==> config.mk <==
export PLATFORM = sky130hd
export DESIGN_NAME = voice_alloc
export DESIGN_NICKNAME = d
export VERILOG_FILES = /design/src/rtl/sass_voice_pkg.sv /design/src/rtl/lsb_pri_enc.sv /design/src/rtl/voice_alloc.sv
export SDC_FILE = /design/constraint.sdc
export NUM_CORES = 1
export LEC_CHECK = 0
export ABC_AREA = 1
export BUFFER_PORTS_ARGS = -buffer_cell sky130_fd_sc_hd__buf_2
export CAP_MARGIN = 5
export CORE_MARGIN = 2
export CORE_UTILIZATION = 50
export DETAILED_ROUTE_END_ITERATION = 10
export PLACE_DENSITY = 0.72
export SYNTH_ARGS = -nofsm -noshare
export SYNTH_HDL_FRONTEND = slang
export SYNTH_SLANG_ARGS = --single-unit
==> constraint.sdc <==
create_clock -name clk -period 3.2 [get_ports clk]
set_input_delay 0.16 -clock clk [delete_from_list [all_inputs] [get_ports clk]]
set_output_delay 0.16 -clock clk [all_outputs]
set_load 0.05 [all_outputs]
==> src/rtl/sass_voice_pkg.sv <==
// Shared types for the synth voice allocator: note codes and per-voice state.
package sass_voice_pkg;

    localparam int unsigned NOTE_W = 4;
    localparam int unsigned AGE_W  = 4;

    typedef logic [NOTE_W-1:0] note_t;

    typedef struct packed {
        logic               on;
        note_t              note;
        logic [AGE_W-1:0]   age;
    } voice_t;

endpackage

==> src/rtl/lsb_pri_enc.sv <==
// Lowest-index-first priority encoder with a valid flag.
module lsb_pri_enc #(
    parameter int unsigned W = 8,
    localparam int unsigned IDX_W = (W > 1) ? $clog2(W) : 1
) (
    input  logic [W-1:0]     req,
    output logic [IDX_W-1:0] idx,
    output logic             valid
);

    // Scan downwards so the lowest set bit is the last (winning) assignment.
    always_comb begin
        idx   = '0;
        valid = 1'b0;
        for (int i = W - 1; i >= 0; i--) begin
            if (req[i]) begin
                idx   = IDX_W'(i);
                valid = 1'b1;
            end
        end
    end

endmodule

==> src/rtl/voice_alloc.sv <==
// Polyphonic voice allocator: edge-detects keys, queues presses and assigns
// them to voices, freeing on release and stealing the oldest voice when full.
module voice_alloc
    import sass_voice_pkg::*;
#(
    parameter int unsigned NUM_KEYS   = 14,
    parameter int unsigned NUM_VOICES = 2,
    parameter int unsigned STEAL_EN   = 1,
    localparam int unsigned KEY_W     = $clog2(NUM_KEYS)
) (
    input  logic                        clk,
    input  logic                        rst,
    input  logic [NUM_KEYS-1:0]         keys_i,
    output logic [NUM_VOICES*KEY_W-1:0] voice_note_o,
    output logic [NUM_VOICES-1:0]       voice_on_o,
    output logic [NUM_VOICES-1:0]       voice_trig_o,
    output logic                        steal_o,
    output logic                        overflow_o
);

    localparam int unsigned VIDX_W    = (NUM_VOICES > 1) ? $clog2(NUM_VOICES) : 1;
    localparam int unsigned NOTE_SPAN = 1 << NOTE_W;
    localparam logic        STEAL     = (STEAL_EN != 0);
    localparam logic [AGE_W-1:0] AGE_MAX = AGE_W'(NUM_VOICES - 1);

    logic [NUM_KEYS-1:0]   prev_q, pend_q, pend_d;
    voice_t                voice_q [NUM_VOICES];
    voice_t                voice_d [NUM_VOICES];
    logic [NUM_VOICES-1:0] trig_q, trig_d;
    logic                  steal_q, steal_d;
    logic                  ovf_q, ovf_d;

    logic [NUM_KEYS-1:0]   rise, owned, cand, svc;
    logic [NOTE_SPAN-1:0]  keys_pad;
    logic [NUM_VOICES-1:0] released, free;
    logic [KEY_W-1:0]      key_idx;
    logic                  key_vld;
    logic [VIDX_W-1:0]     free_idx, old_idx, target;
    logic                  free_vld, alloc;
    logic [AGE_W-1:0]      old_age;

    lsb_pri_enc #(.W(NUM_KEYS)) u_key_enc (
        .req   (cand),
        .idx   (key_idx),
        .valid (key_vld)
    );

    lsb_pri_enc #(.W(NUM_VOICES)) u_free_enc (
        .req   (free),
        .idx   (free_idx),
        .valid (free_vld)
    );

    // Edge detect, ownership guard, release detection and candidate set.
    always_comb begin
        keys_pad = NOTE_SPAN'(keys_i);
        rise     = keys_i & ~prev_q;
        owned    = '0;
        released = '0;
        for (int v = 0; v < NUM_VOICES; v++) begin
            released[v] = voice_q[v].on & ~keys_pad[voice_q[v].note];
            for (int k = 0; k < NUM_KEYS; k++) begin
                if (voice_q[v].on && !released[v] && voice_q[v].note == NOTE_W'(k)) begin
                    owned[k] = 1'b1;
                end
            end
        end
        cand = (pend_q | rise) & keys_i & ~owned;
        free = released;
        for (int v = 0; v < NUM_VOICES; v++) begin
            if (!voice_q[v].on) free[v] = 1'b1;
        end
    end

    // Oldest sounding voice, ties resolved to the lowest index.
    always_comb begin
        old_idx = '0;
        old_age = voice_q[0].age;
        for (int v = 1; v < NUM_VOICES; v++) begin
            if (voice_q[v].age > old_age) begin
                old_idx = VIDX_W'(v);
                old_age = voice_q[v].age;
            end
        end
    end

    // Allocation decision and next voice state.
    always_comb begin
        alloc   = key_vld & (free_vld | STEAL);
        target  = free_vld ? free_idx : old_idx;
        steal_d = key_vld & ~free_vld & STEAL;
        svc     = key_vld ? (NUM_KEYS'(1) << key_idx) : '0;
        pend_d  = cand & ~svc;
        ovf_d   = $countones(keys_i) > NUM_VOICES;
        trig_d  = '0;
        for (int v = 0; v < NUM_VOICES; v++) begin
            voice_d[v] = voice_q[v];
            if (released[v]) voice_d[v].on = 1'b0;
            if (alloc) begin
                if (target == VIDX_W'(v)) begin
                    voice_d[v].on   = 1'b1;
                    voice_d[v].note = NOTE_W'(key_idx);
                    voice_d[v].age  = '0;
                    trig_d[v]       = 1'b1;
                end else if (voice_d[v].on && voice_q[v].age < AGE_MAX) begin
                    voice_d[v].age = voice_q[v].age + AGE_W'(1);
                end
            end
        end
    end

    always_ff @(posedge clk) begin
        if (rst) begin
            prev_q  <= '0;
            pend_q  <= '0;
            trig_q  <= '0;
            steal_q <= 1'b0;
            ovf_q   <= 1'b0;
            for (int v = 0; v < NUM_VOICES; v++) voice_q[v] <= '0;
        end else begin
            prev_q  <= keys_i;
            pend_q  <= pend_d;
            trig_q  <= trig_d;
            steal_q <= steal_d;
            ovf_q   <= ovf_d;
            for (int v = 0; v < NUM_VOICES; v++) voice_q[v] <= voice_d[v];
        end
    end

    always_comb begin
        for (int v = 0; v < NUM_VOICES; v++) begin
            voice_note_o[v*KEY_W +: KEY_W] = KEY_W'(voice_q[v].note);
            voice_on_o[v]                  = voice_q[v].on;
        end
    end

    assign voice_trig_o = trig_q;
    assign steal_o      = steal_q;
    assign overflow_o   = ovf_q;

endmodule

; ---- Word level (Yosys, flattened, before mapping)
; Memory sizes are Yosys's and may differ from the RTL's.
; Cells that the tools add are included.
[classes]
n_addsub = 15
n_lt_le_gt_ge = 6
eq_ne = 26
shifts = 1
mux = 85
bitwise = 17
reduce_logical = 37
[ops]
columns = operator, n
row1 = $mux W4, 18
row2 = $mux W1, 58
row3 = $and A14 B14 Y14, 4
row4 = $eq A4 B4 Y1 const B, 12
row5 = $not A14 Y14, 3
row6 = $mux W9, 4
row7 = $eq A4 B3 Y1 const B, 8
row8 = $logic_and A1 B1 Y1, 32
row9 = $eq A4 B2 Y1 const B, 4
row10 = $add A1 B1 Y2, 7
row11 = $mux W14, 1
row12 = $or A14 B14 Y14, 1
row13 = $shl A1 B4 Y14 const A, 1
row14 = $lt A4 B5 Y1 const B, 2
row15 = $mux W5, 2
row16 = $add A2 B2 Y3, 3
row17 = $add A4 B1 Y4 const B, 2
row18 = $bmux W1 S4, 2
row19 = $eq A4 B1 Y1 const B, 2
row20 = $logic_not A4 Y1, 2
row21 = $lt A4 B1 Y1 const B, 2
row22 = $add A4 B4 Y5, 1
row23 = $gt A5 B2 Y1 const B, 1
row24 = $add A3 B2 Y4, 1
row25 = 7 further kinds, 14
[word_totals]
regBits = 32
ram_bits = 18
inputBits = 16
output_inout_bits = 14
wordCells = 193
n_memories = 1
[memory_table]
columns = name, depth, width, rd, rd_clocked_by_memory_dff, wr, line
row1 = voice_q, 2, 9, 2, 0, 2, voice_alloc.sv:27  ; voice_t voice_q [NUM_VOICES];

; ---- Longest topological paths before layout
; An unclocked memory read counts as a cell.
[logic_depth]
word_depth = 30
depth_mapped = 29
ltp_nobuf = 28

; ---- Cells and area by module
; Synthesis repeated with hierarchy kept, for this count alone.
[unflattened]
cells_unflattened = 508
area_unflattened_um2 = 3362.0
[by_module_without_submodules]
columns = mod, n_inst, cells_per_inst, area_each_um2, seq_area_each_um2
row1 = voice_alloc, 1, 464, 3146.8, 1001.0
row2 = lsb_pri_enc at u_key_enc, 1, 40, 200.2, 0.0
row3 = lsb_pri_enc at u_free_enc, 1, 4, 15.0, 0.0

; ---- Worst setup path before layout
; No wires, ideal clock.
[synth_timing]
path_kind = input port to flip-flop
from = input keys_i[0]
to = register ovf_q (netlist: overflow_o)
setup_time_ns = 0.133
arrival_ns = 3.074
t_required_ns = 3.067
setup_slack_ns = -0.006
path_stages = 12
n_path_buf = 0
cell_sequence = inv_1 fa_1 fa_1 fa_1 fa_1 inv_1 ha_1 inv_1 fa_1 a211o_1 nand2_1 a31oi_1
[synth_between]
elab_chain_len = 5
[synth_rtl]
columns = element, line
row1 = from (decl), voice_alloc.sv:13  ; input logic [NUM_KEYS-1:0] keys_i,
row2 = $add A1 B1 Y2 (implied by the code), voice_alloc.sv:94  ; ovf_d = $countones(keys_i) > NUM_VOICES;
row3 = $add A2 B2 Y3 (implied by the code), voice_alloc.sv:94
row4 = $add A3 B3 Y4 (implied by the code), voice_alloc.sv:94
row5 = $add A4 B4 Y5 (implied by the code), voice_alloc.sv:94
row6 = $gt A5 B2 Y1, voice_alloc.sv:94
row7 = to (signal assigned), voice_alloc.sv:125  ; ovf_q <= ovf_d;
row8 = to (decl), voice_alloc.sv:31  ; logic ovf_q, ovf_d;
; Every way passes these cells.
; A chain may end at the register's enable or synchronous reset.

; ---- Worst setup path after layout
[layout_timing]
from = input keys_i[9]
to = register ovf_q (netlist: overflow_o)
[layout_between]
elab_chain_len = 5
[layout_rtl]
columns = element, line
row1 = $add A1 B1 Y2 (implied by the code), voice_alloc.sv:94
row2 = $add A2 B2 Y3 (implied by the code), voice_alloc.sv:94
row3 = $add A3 B2 Y4 (implied by the code), voice_alloc.sv:94
row4 = $add A4 B4 Y5 (implied by the code), voice_alloc.sv:94
row5 = $gt A5 B2 Y1, voice_alloc.sv:94
; Every way passes these cells.

==> flow_summary.json <==
{
  "hpwl_mm": 6.66,
  "slew_headroom": 0.471,
  "wirelength_mm": 8.50,
  "fin_ws_ps": 165,
  "synthCells": 469,
  "vias": 3113,
  "num_rows": 29,
  "clock-skew-final_ps": 10.5,
  "ir_drop_uv": 378,
  "die_height_um": 84.2,
  "antenna_found_initial": 0,
  "period_needed_ps": 3030,
  "fin_nets": 546,
  "ctsHoldBuffers": 0,
  "core-area_um2": 6280,
  "final_cell_mix": "nand2_1 (121), inv_1 (72), nor2_1 (60)",
  "multi_input_area_um2": 1770,
  "fillers": 611,
  "fin_cells": 588,
  "htree_levels": 2,
  "worst-setup-path-type": "input port to register",
  "yosys_warnings": 0,
  "hp-class": "input port to register",
  "routedWlPerCell_um": 14.5,
  "dp_slack_ps": -259,
  "grt.total_usage": 0.247,
  "worst_pin_slew_ps": 793,
  "antenna_left": 0,
  "postSynthAreaPerCell_um2": 6.85,
  "power.density_nw_per_um2": 524,
  "status": "finished clean",
  "hold_start": "keys_i[2]",
  "grt_pass1_vias": 2927,
  "synth_top_area_cell": "dfxtp_1",
  "cts_tree": "yes",
  "drive_gt1_frac": 0.204,
  "synth_fp_nets": 505,
  "stdcell_area_um2": 3630,
  "die_w_um": 84.2,
  "worstPathRequired_ps": 3370,
  "grt_max_degree": 41,
  "critPathMaxFanout": 2,
  "die_area_um2": 7090,
  "cts_buffers": 5,
  "dr.pass1.iters": 5,
  "cts_resized": 0,
  "cts_root_buf": "clkbuf_8",
  "clk_pin_slew_worst_paths_ps": 100,
  "clockBufferDepth": 2,
  "rsz0062_at_grt": "no",
  "start_kind": "input port",
  "cts.sink_count": 50,
  "max_cap_violations": 0,
  "fin_crit_sh": 0.948,
  "setup_viol": 0,
  "viasPerCell": 5.29,
  "postCtsSetupRepairBufs": 0,
  "ys_seq_area_frac": 0.311,
  "ys_top_cells_by_area": "dfxtp_1 (31%), nand2_1 (14%), inv_1 (8.4%)",
  "drcViolationCount": 0,
  "timing.final.max_slew_violations": 0,
  "grt_pass1_wl_mm": 13.9,
  "start_util": 0.512,
  "regArea_um2": 1000,
  "synth-seq-cells": 50,
  "clk_latency_ps": 310,
  "leakage_uw": 0.00189,
  "fmax_mhz": 330,
  "grt_overflow": 0,
  "syn_area_um2": 3210,
  "final_common_cell": "nand2_1",
  "synth_top_area_frac": 0.311,
  "numPortBuffers": 29,
  "ioPinCount": 30,
  "diodes": 0,
  "placedCellCount": 580,
  "area_delta_synth_final_pct": 12.9,
  "postPlaceCellArea_um2": 3500,
  "first_iter_violations": 296,
  "reg2reg_from": "voice_q[0][13]",
  "cp-end-kind": "register",
  "setup_tns_ps": 0,
  "cp.arrival_ps": 3210,
  "crit_path_start": "keys_i[9]",
  "synth_cell_types": 40,
  "hold_violations": 0,
  "gp_congestion": 0.937
}
## registers in the layout, summed over array words and instances (netlist names)
name	cells
steal_o	1
pend_q	14
prev_q	14
overflow_o	1
voice_trig_o	2
voice_q	18
## metrics by stage
step	util	total power (µW)	hold WS [ps]
2_1_floorplan	-	1260	253
3_3_place_gp	0.558	1430	443
3_5_place_dp	0.558	1450	449
4_1_cts	0.576	1900	122
5_1_grt	0.578	2030	139
6_report	0.578	1900	128
## metal layers
layer / track usage / vias to the layer above / routed length (µm)
met5: 0 / - / 0
met4: 0.0704 / 0 / 154
met3: 0.0393 / 16 / 676
met2: 0.426 / 152 / 4040
met1: 0.322 / 1413 / 3630
li1: - / 1532 / -
## where the power goes
group	total, µW	switching [µW]	internal, µW
Clock	456	222	234
Sequential	716	44.3	672
Combinational	730	475	255
## worst paths after layout
check / slack, ps / depth (start not counted) / endpoint
setup / recovery: 170 / 13 / overflow_o
hold / removal: 130 / 3 / prev_q[2]
setup reg to reg: 280 / 20 / pend_q[11]
hold reg to reg: 480 / 2 / voice_q[0][12]
## layout make-up
type,instances,area share
timing repair buffer,53,0.0897
inverter,85,0.0886
multi-input combinational,315,0.488
clock buffer,6,0.0200
sequential,50,0.277
clock inverter,2,0.0103
tap,77,0.0266
## synth_stat cells (all sizes together)
library cell and count:
nor2 68, dfxtp 50, nand2 131, a31oi 1, nor3 8, or2 2, ha 11, buf 17
o32ai 1, clkinv 2, o21ai 7, nor4 1, a21oi 17, o21bai 2, conb 1, nand3 32
o22ai 6, clkbuf 2, a211o 1, o31ai 2, fa 9, inv 83, nand4 6, o2111ai 9
## critical path, stage by stage
cell     delay [ps]
buf_2            90
inv_1            60
fa_2            600
fa_1            430
fa_1            510
fa_1            400
inv_1            60
ha_1            150
inv_1            50
fa_2            340
a211o_1         230
nand2_1          50
a31oi_1          60
## logic make-up (layout without fill, tap and decap cells)
logic type,after synthesis,in the layout,share of synthesized area
AO/OA/AOI/OAI,46,46,0.107
adder cells (fa/ha/maj),20,20,0.0989
buffers and inverters,104,146,0.141
flip-flops,50,50,0.311
other,1,1,0.00117
AND/OR/NAND/NOR,248,248,0.340
(Power assumes the default switching activity.)
